==> src/rtl/timer_status.sv <==
// timer_status: overflow/underflow (and optional compare) detection, sticky W1C status and masked interrupt
// Ports:
//   clk_in    - timer clock
//   presetn   - asynchronous active-low reset
//   cnt       - current counter value
//   last_cnt  - counter value registered one clk_in earlier
//   en        - counter enable, same cycle the counter sees it
//   load      - counter load strobe, same cycle the counter sees it
//   ud        - count direction, 1 = down
//   tsr_wr    - one-cycle bus write strobe to tsr
//   tsr_wdata - write-1-to-clear data for tsr
//   tier      - interrupt enable mask
//   cmp_val   - compare value (only with TMR_CMP_EN)
//   tsr       - sticky status: bit0 OVF, bit1 UDF, bit2 CMP
//   ovf_pulse - single-cycle overflow event
//   udf_pulse - single-cycle underflow event
//   tmr_int   - registered level interrupt
// Define TMR_CMP_EN to add the cmp_val port and the compare flag in tsr[2];
// otherwise tsr[2] is held at 0 and tier[2] has no effect.
module timer_status #(
   parameter int CNT_W = 8,
   parameter int TSR_W = 3
) (
   input  logic             clk_in,
   input  logic             presetn,
   input  logic [CNT_W-1:0] cnt,
   input  logic [CNT_W-1:0] last_cnt,
   input  logic             en,
   input  logic             load,
   input  logic             ud,
   input  logic             tsr_wr,
   input  logic [TSR_W-1:0] tsr_wdata,
   input  logic [TSR_W-1:0] tier,
`ifdef TMR_CMP_EN
   input  logic [CNT_W-1:0] cmp_val,
`endif
   output logic [TSR_W-1:0] tsr,
   output logic             ovf_pulse,
   output logic             udf_pulse,
   output logic             tmr_int
);
   localparam logic [CNT_W-1:0] MAX = '1;
`ifdef TMR_CMP_EN
   localparam logic [TSR_W-1:0] IMPL = 3'b111;
`else
   localparam logic [TSR_W-1:0] IMPL = 3'b011;
`endif
   logic en_q, load_q, ud_q, step_q;
   logic ovf_set, udf_set, cmp_set;
   logic [TSR_W-1:0] set, clr, next_tsr;
   // the registered controls describe the step that produced the current {last_cnt, cnt} pair
   always_ff @(posedge clk_in or negedge presetn) begin
      if (!presetn) begin
         en_q      <= 1'b0;
         load_q    <= 1'b0;
         ud_q      <= 1'b0;
         tsr       <= '0;
         ovf_pulse <= 1'b0;
         udf_pulse <= 1'b0;
         tmr_int   <= 1'b0;
      end else begin
         en_q      <= en;
         load_q    <= load;
         ud_q      <= ud;
         tsr       <= next_tsr;
         ovf_pulse <= ovf_set;
         udf_pulse <= udf_set;
         tmr_int   <= |(next_tsr & tier);
      end
   end
   // loads never flag, even when they jump across the wrap point
   assign step_q  = en_q & ~load_q;
   assign ovf_set = step_q & ~ud_q & (last_cnt == MAX) & (cnt == '0);
   assign udf_set = step_q & ud_q & (last_cnt == '0) & (cnt == MAX);
`ifdef TMR_CMP_EN
   assign cmp_set = step_q & (cnt == cmp_val) & (cnt != last_cnt);
`else
   assign cmp_set = 1'b0;
`endif
   // set wins over a simultaneous clear; unimplemented bits are forced to 0
   always_comb begin
      set      = '0;
      set[0]   = ovf_set;
      set[1]   = udf_set;
      set[2]   = cmp_set;
      clr      = tsr_wr ? tsr_wdata : '0;
      next_tsr = ((tsr & ~clr) | set) & IMPL;
   end
endmodule

==> config.mk <==
export PLATFORM = sky130hd
export DESIGN_NAME = timer_status
export DESIGN_NICKNAME = d
export VERILOG_FILES = /design/src/rtl/timer_status.sv
export SDC_FILE = /design/constraint.sdc
export NUM_CORES = 1
export LEC_CHECK = 0
export BUFFER_PORTS_ARGS = -buffer_cell sky130_fd_sc_hd__buf_2
export CORE_AREA = 2 2 39 41
export CTS_CLUSTER_DIAMETER = 150
export DETAILED_ROUTE_END_ITERATION = 7
export DIE_AREA = 0 0 41 43
export GPL_ROUTABILITY_DRIVEN = 0
export SLEW_MARGIN = 20
export SYNTH_ARGS = -nofsm -noshare
export SYNTH_HDL_FRONTEND = slang
export SYNTH_SLANG_ARGS = --single-unit
==> constraint.sdc <==
create_clock -name clk_in -period 1.84 [get_ports clk_in]
set_input_delay 0.276 -clock clk_in [delete_from_list [all_inputs] [get_ports clk_in]]
set_output_delay 0.276 -clock clk_in [all_outputs]
set_load 0.01 [all_outputs]
Yosys cells after proc, flatten, opt, wreduce, memory -nomap -nowiden
Cells that the tools add are included.
{"block": "word_totals", "ff_bits": 8, "out_inout_bits": 6}
{"block": "classes", "eq_ne": 2, "muxes": 1, "bitwise": 13, "n_reduce_logical": 3}
{"cell": "8-bit == test, second input constant", "n": 2}
{"cell": "8-bit logical NOT", "n": 2}
{"cell": "1-bit bitwise AND", "n": 7}
{"cell": "2-bit by 3-bit bitwise AND with 3-bit output", "n": 1}
{"cell": "3-bit OR reduction", "n": 1}
{"cell": "2-bit bitwise AND", "n": 1}
{"cell": "2-bit 2-to-1 mux", "n": 1}
{"cell": "1-bit inverter", "n": 2}
{"cell": "2-bit inverter", "n": 1}
{"cell": "2-bit bitwise OR", "n": 1}

Depth between registers and ports, before layout
Gate-level depths: netlist (run 1).
{"block": "logic_depth", "word_depth": 8, "depth_mapped": 4}

Worst setup path before layout (run 1)
Ideal clock, no wire load.
{"block": "synth_path", "path_kind": "input port to flip-flop", "start": "input last_cnt[1]", "end": "register tmr_int", "setup_ps": 65, "arrival_ps": 1438, "required_ps": 1775, "path_slack_ps": 336, "stages": 4, "path_cell_list": "or4b_1 or3_4 o21ai_2 a22o_1"}
{"block": "synth_via", "elab_chain_cells": 6, "word_cells_on_any_way": 9, "classes_between": "eq/ne (1); bitwise (6); reduce/logical (2)"}
{"item": "start: declaration", "line": "27", "text": "input logic [CNT_W-1:0] last_cnt,"}
{"item": "8-bit logical NOT", "line": "74", "text": "assign udf_set = step_q & ud_q & (last_cnt == '0) & (cnt == MAX);"}
{"item": "1-bit bitwise AND (2 in series)", "line": "74"}
{"item": "2-bit bitwise OR", "line": "87", "text": "next_tsr = ((tsr & ~clr) | set) & IMPL;"}
{"item": "named net next_tsr[1]", "line": "50", "text": "logic [TSR_W-1:0] set, clr, next_tsr;"}
{"item": "2-bit by 3-bit bitwise AND with 3-bit output", "line": "68", "text": "tmr_int <= |(next_tsr & tier);"}
{"item": "3-bit OR reduction", "line": "68"}
{"item": "end signal: assignment", "line": "68"}
{"item": "end: declaration", "line": "40", "text": "output logic tmr_int"}
The timed path passes the listed nets, and every way through them passes these cells.

Worst setup path after layout (run 1)
{"block": "layout_path", "start": "register load_q", "end": "register tmr_int"}
{"block": "layout_via", "elab_chain_cells": 8, "word_cells_on_any_way": 11, "classes_between": "bitwise (10); reduce/logical (1)"}
{"item": "start: declaration", "line": "48", "text": "logic en_q, load_q, ud_q, step_q;"}
{"item": "start signal: assignment", "line": "63", "text": "load_q <= load;"}
{"item": "1-bit inverter", "line": "72", "text": "assign step_q = en_q & ~load_q;"}
{"item": "1-bit bitwise AND", "line": "72"}
{"item": "1-bit bitwise AND (3 in series)", "line": "74"}
{"item": "2-bit bitwise OR", "line": "87"}
{"item": "named net next_tsr[1]", "line": "50"}
{"item": "2-bit by 3-bit bitwise AND with 3-bit output", "line": "68"}
{"item": "3-bit OR reduction", "line": "68"}
The timed path passes the listed nets, and every way through them passes these cells.

==> results of run 1 <==
-- timing repair --
action	CTS	global route
endpoints found under the hold margin	8	0
hold buffers	1	0
setup endpoints to repair	0	0
-- cell usage after synthesis, drive strengths merged --
| library cell | instances |
|---|---|
| or4b | 2 |
| buf | 1 |
| dfrtp | 8 |
| nor3 | 1 |
| and4b | 1 |
| conb | 1 |
| nand4 | 2 |
| nand2b | 1 |
| a22o | 1 |
| nand2 | 4 |
| or3 | 1 |
| o21ai | 2 |
| nand3 | 2 |
| or4bb | 1 |
| nor4 | 2 |
| nor2 | 2 |
-- flip-flops by register name (all words and copies together) (netlist names) --
signal     cells
load_q         1
ud_q           1
en_q           1
tmr_int        1
ovf_pulse      1
udf_pulse      1
tsr            2
-- power groups by stage --
stage	clock, W	combinational (W)	sequential, W
after detailed placement	0	0.0000401	0.000183
after global placement	0	0.0000387	0.000183
after global routing	0.000149	0.0000477	0.000181
final	0.000130	0.0000413	0.000180
after CTS	0.000139	0.0000421	0.000180
after floorplan	0	0.00000880	0.000183
-- cell type report --
cell class	instances	area share, %
timing repair buffer	31	28.96
tap	16	3.620
clock buffer	3	4.072
sequential	8	36.20
multi-input combinational	23	27.15
-- routing by layer --
| layer | up-vias | part of all wire, % | routed length, um |
|---|---|---|---|
| met4 | 0 | 1.1 | 9 |
| li1 | 187 | - | - |
| met3 | 2 | 9.8 | 77 |
| met5 | - | 0 | 0 |
| met1 | 168 | 34 | 264 |
| met2 | 19 | 55 | 436 |
-- per-stage QoR --
stage	std cells	cell area, um2
CTS	81	553.0
finish	81	553.0
global route	81	553.0
global placement	77	520.5
detailed placement	77	520.5
floorplan	32	357.8
-- critical path, cell delays in order, from the launching register on --
cell and delay (ps):
sky130_fd_sc_hd__dfrtp_1 350, sky130_fd_sc_hd__nand2b_1 140, sky130_fd_sc_hd__or4bb_2 660, sky130_fd_sc_hd__o21ai_2 150, sky130_fd_sc_hd__a22o_1 130
-- kinds of logic (layout without fill, tap and decap cells) --
family	count (synthesis)	count (layout)	synth area share (%)
other	1	1	1.048
AND/OR/NAND/NOR	19	19	34.61
AO/OA/AOI/OAI	3	3	6.293
buffers and inverters	1	34	2.099
flip-flops	8	8	55.94
-- worst max-delay path by stage --
stage / startpoint / endpoint
after floorplan: last_cnt[1] / tmr_int
after global placement: last_cnt[1] / tmr_int
after detailed placement: last_cnt[1] / tmr_int
after CTS: load_q / tmr_int
after global routing: load_q / tmr_int
final: load_q / tmr_int
==> summary.md, run 1 <==
| Metric | Value |
|---|---|
| Total negative setup slack | `0 ps` |
| Max-slew violations | `0` |
| Worst Reg2Reg Path Length in Cells | `4` |
| Die Wd | `roughly 41 um` |
| Global routing met3 resource utilization | `4.712%` |
| H-tree depth | `1` |
| # DRC | `0` |
| Maximum ir drop on the vdd rail | `0.0003967 V` |
| Cell area power density | `636.6 nW/um2` |
| FILL cells | `146` |
| Min-delay src | `load` |
| Worst-case hold path end point | `load_q` |
| Maximum fanout count along the critical path | `2` |
| Int Power | `roughly 0.00028 W` |
| Routed wire length | `788 um` |
| Cell taking the most area after synthesis | `sky130_fd_sc_hd__dfrtp_1` |
| Leakage power | `0.2855 nW` |
| Leading cell types in the layout, fill and taps excluded | `sky130_fd_sc_hd__buf_2 (30), sky130_fd_sc_hd__dfrtp_1 (8), sky130_fd_sc_hd__nand2_1 (4)` |
| Met1 Track Usage GR | `10.93%` |
| Unrepaired setup endpoints after global routing | `false` |
| Unique masters post-synth | `17` |
| Maxcap violations | `0` |
| Reg-to-reg endpoint | `tmr_int` |
| Wire length per cell after detailed routing | `a little under 10 um` |
| Final ANT Viol Nets | `0` |
| Most common cell after layout, fill and taps aside | `sky130_fd_sc_hd__buf_2` |
| TritonCTS clock tree | `done` |
| Area taken by multi-input logic gates | `approximately 150 um2` |
| Vias/cell | `between 4 and 5` |
| Number of violations reported at the end of detailed-routing iteration 0 | `3` |
| Clock network fraction of design power | `37.0%` |
| Register-to-register setup slack | `between 300 and 400 ps` |
| Layout cell share with drive strength beyond 1 | `~57%` |
| Final Hold Viols | `0` |
| FP Rows | `14` |
| Count of antenna diodes in the layout | `0` |
| Post-synthesis cell count | `32` |
| GR met2 Demand/Resource | `a little under a fifth` |
| Clock-pin slew of the registers on the worst-case setup and hold paths | `roughly 50 ps` |
| Vertical die dimension | `roughly 43 um` |
| Startpoint-to-endpoint class of the critical path | `reg2reg` |
| PnR Total Power | `roughly 0.00035 W` |
| Total overflow reported by the global router | `0` |
| Achievable clock frequency | `676.1 MHz` |
| Final HPWL from detailed placement | `644.5 um` |
| GRT Resource Usage Total | `11.35%` |
| Sequential cell area fraction in the yosys report | `between 50% and 60%` |
| First-pass iteration count of the detailed router | `2` |
| Final Net Count | `95` |
| CP required | `a little over 2000 ps` |
| Post-CTS sizing | `0` |
| Outcome | `finished clean` |
| Worst hold path class | `in2reg` |
| Clk buf depth | `2` |
| Hold Path Depth | `1` |
| Combinational group share of total power | `roughly an eighth` |
| Count of input and output buffers | `30` |
| Arrival time worst endpoint | `~1700 ps` |
| Final core area utilization | `between 30 and 40%` |
| Number of buffers added by the clock tree synthesis step | `3` |
| Core Region | `between 1000 and 1500 um2` |
| Via count of the first global-routing pass | `~340` |
| Setup Skew | `between 1 and 1.5 ps` |
| YS warnings | `0` |
| Initial core utilization | `about 26%` |
| Startpoint types | `flop` |
| Source of the worst register-to-register timing path | `load_q` |
| Dominant cells by area after synthesis | `sky130_fd_sc_hd__dfrtp_1 (56%), sky130_fd_sc_hd__or4b_1 (5.6%), sky130_fd_sc_hd__nand2_1 (4.2%)` |
| Final critical-path share of the clock period | `about four fifths` |
| Die area | `1763 um2` |
| Footprint of the flip-flops and latches | `200.2 um2` |
| Area added between synthesis and finish | `54.55%` |
| Min Clock Period, post-route | `approximately 1500 ps` |
| Hold Worst Slack | `between 100 and 150 ps` |
| Critical Path End Type | `flop` |
| Post-synth net total | `60` |
| First-pass GRT wire length | `1.269 mm` |
| Clk_lat worst skew | `around 250 ps` |
| Sw Pwr | `0.00007387 W` |
| Number of antenna violations at the first check in global routing | `0` |
| Sequential share of power | `around 50%` |
| Pre-CTS setup slack | `roughly 190 ps` |
| Cell area after synthesis | `357.8 um2` |
| Final setup vio count | `0` |
| Post-synthesis sequential element count | `8` |
| Most congested layer reported by global routing | `met2` |
| Top-area cell type share of the netlist area | `approximately 56%` |
| Setup slack after layout | `about 360 ps` |
| Root Buffer Master | `sky130_fd_sc_hd__clkbuf_4` |
| Pin count of the biggest net entering global routing | `9` |
| Clock Sink Count | `8` |
| Synthesized area per cell | `around 11 um2` |
| Post-CTS setup repair buffer count | `0` |
| Number of top-level design ports | `34` |
| DR vias | `between 300 and 400` |
| Fraction of power spent switching nets | `20.98%` |
Note: power is estimated with default switching activity, not from simulation.
==> run 2: changes to the inputs <==
==> constraint.sdc (replaced) <==
create_clock -name clk_in -period 1.4 [get_ports clk_in]
set_input_delay 0.21 -clock clk_in [delete_from_list [all_inputs] [get_ports clk_in]]
set_output_delay 0.21 -clock clk_in [all_outputs]
set_load 0.01 [all_outputs]
==> run 2 against run 1 <==
Total power is 31% higher. Non-clock buffer count is 1 higher. Combinational power increased by 35%. Cell count increased by 1.2%. Maximum frequency grew 8.0%. First-iteration DRC count decreased by 67%. Design area increased by 3.8%. Sequential power is 32% higher. Clock skew increased by 2.1 ps. Global-route usage is 1.0 points lower. Sequential share of layout area fell by 1.3 points. Largest cell class unchanged.
==> summary.md, run 2 (synthesized netlist as in run 1, its figures left out) <==
| Metric | Value |
|---|---|
| Achievable clock frequency | `730.4 MHz` |
| Final critical-path share of the clock period | `about 98%` |
| DR WL met3 | `99 um` |
| Buffer and inverter count on the worst path | `0` |
| Vias/cell | `4.451` |
| Leading cell types in the layout, fill and taps excluded | `sky130_fd_sc_hd__buf_2 (30), sky130_fd_sc_hd__dfrtp_1 (8), sky130_fd_sc_hd__nand2_1 (4)` |
| Hold Worst Slack | `66.21 ps` |
| Worst hold path class | `in2reg` |
| Logic depth of the worst path, buffers included | `4` |
| Final Hold Viols | `0` |
| FP Rows | `14` |
| DR vias | `about 370` |
| Worst Reg2Reg Path Length in Cells | `4` |
| Crit-path leading delay family | `simple AND/OR/NAND/NOR gates` |
| # DRC | `0` |
| Initial core utilization | `roughly a quarter` |
| CP required | `approximately 1600 ps` |
| Count of input and output buffers | `30` |
| Max incr delay on CP | `520 ps` |
| Pre-CTS setup slack | `-112.0 ps` |
| Clock-pin slew of the registers on the worst-case setup and hold paths | `roughly 50 ps` |
| PnR Total Power | `between 0.0004 and 0.0005 W` |
| H-tree depth | `1` |
| Hold Path Depth | `1` |
| Largest Register | `tsr` |
| Flip-flop count of the largest register, all copies and words added | `2` |
| Register-to-register setup slack | `30 ps` |
| Startpoint types | `flop` |
| Final setup vio count | `0` |
| Area added between synthesis and finish | `60.49%` |
| FILL cells | `roughly 160` |
| Routed wire length | `slightly above 700 um` |
| Most common cell after layout, fill and taps aside | `sky130_fd_sc_hd__buf_2` |
| Maximum ir drop on the vdd rail | `around 0.00047 V` |
| Startpoint-to-endpoint class of the critical path | `reg2reg` |
| Vertical die dimension | `about 43 um` |
| Maxcap violations | `0` |
| Leakage power | `between 0.3 and 0.4 nW` |
| Met1 wire length | `between 200 and 300 um` |
| Number of top-level design ports | `34` |
| Max-slew violations | `0` |
| Number of violations reported at the end of detailed-routing iteration 0 | `1` |
| CP Cell Sequence | `nand2b_4 > or4bb_4 > o21ai_2 > a22o_1` |
| Clock Sink Count | `8` |
| Clk buf depth | `2` |
| Clk_lat worst skew | `about 250 ps` |
| Total negative setup slack | `0 ps` |
| Top routing layer in use | `met3` |
| Layout cell share with drive strength beyond 1 | `60.61%` |
| Cell area power density | `about 800 nW/um2` |
| Via count of the first global-routing pass | `roughly 340` |
| Min Clock Period, post-route | `between 1000 and 1500 ps` |
| Die area | `roughly 1800 um2` |
| Total overflow reported by the global router | `0` |
| Standard cell with the maximum stage delay on the critical path | `sky130_fd_sc_hd__or4bb_4` |
| First-pass GRT wire length | `1.200 mm` |
| GRT Resource Usage Total | `just over 10%` |
| Die Wd | `~41 um` |
| Maximum fanout count along the critical path | `2` |
| Unrepaired setup endpoints after global routing | `true` |
| Core Region | `around 1400 um2` |
| Pin count of the biggest net entering global routing | `9` |
| Critical Path End Type | `flop` |
| Setup slack after layout | `30.84 ps` |
| Number of antenna violations at the first check in global routing | `0` |
| Setup Skew | `3.544 ps` |
| Arrival time worst endpoint | `between 1500 and 2000 ps` |
| Final HPWL from detailed placement | `629.9 um` |
| Root Buffer Master | `sky130_fd_sc_hd__clkbuf_4` |
| Outcome | `finished clean` |
| Wire length per cell after detailed routing | `between 8 and 9 um` |
| Number of buffers added by the clock tree synthesis step | `3` |
| Final ANT Viol Nets | `0` |
| TritonCTS clock tree | `done` |
| First-pass iteration count of the detailed router | `2` |
| Met2 wire length | `346 um` |
| Final Net Count | `96` |
| Count of antenna diodes in the layout | `0` |
[run 2: cell types whose count changed in the layout (fill, tap and decap cells not counted)]
cell,change
sky130_fd_sc_hd__nand2b_4,+1
sky130_fd_sc_hd__or4bb_2,-1
sky130_fd_sc_hd__or4bb_4,+1
sky130_fd_sc_hd__o21ai_1,-1
sky130_fd_sc_hd__o21ai_2,+1
sky130_fd_sc_hd__nand2b_1,-1
sky130_fd_sc_hd__buf_4,+1
[run 2: report_power, final]
part | internal (W) | switching [W]
Clock | 0.0000976 | 0.0000705
Sequential | 0.000236 | 0.00000219
Combinational | 0.0000338 | 0.0000219
[run 2: area by class of cell]
class | instances | area (um2) | area share, %
tap | 16 | 20.02 | 3.486
multi-input combinational | 23 | 163.9 | 28.54
clock buffer | 3 | 22.52 | 3.922
timing repair buffer | 32 | 167.7 | 29.19
sequential | 8 | 200.2 | 34.86
[run 2: repair_timing]
action / CTS / global route
cloned: 0 / 0
setup buffers: 0 / 1
endpoints found under the hold margin: 8 / 0
gates resized for setup: 1 / 1
hold buffers: 1 / 0
endpoints found under the setup margin: 1 / 1
pin swaps: 1 / 3
[run 2: worst reg2reg max path: stages (launching register included)]
cell,delay (ps)
sky130_fd_sc_hd__dfrtp_1,360
sky130_fd_sc_hd__nand2b_4,130
sky130_fd_sc_hd__or4bb_4,520
sky130_fd_sc_hd__o21ai_2,170
sky130_fd_sc_hd__a22o_1,130
[run 2: layer usage]
metal  up-vias  GRT usage (%)
li1        189              -
met1       154          11.22
met2        22          16.56
met3         0          7.853
met4         0              0
met5         -              0
[run 2: path summary, 6_finish.rpt]
| check | from | end |
|---|---|---|
| max | load_q | tmr_int |
| min | ud | ud_q |
| max reg2reg | load_q | tmr_int |
| min reg2reg | tsr[0] | tsr[0] |
| max in group asynchronous | presetn | tmr_int |
| min in group asynchronous | presetn | ud_q |
[run 2: stage by stage]
step                      cells  util [%]  area (um2)
after floorplan              32         -       360.3
after global placement       77     37.79       523.0
after detailed placement     77     37.79       523.0
after CTS                    81     40.42       559.3
after global routing         82     41.50       574.3
final                        82     41.50       574.3
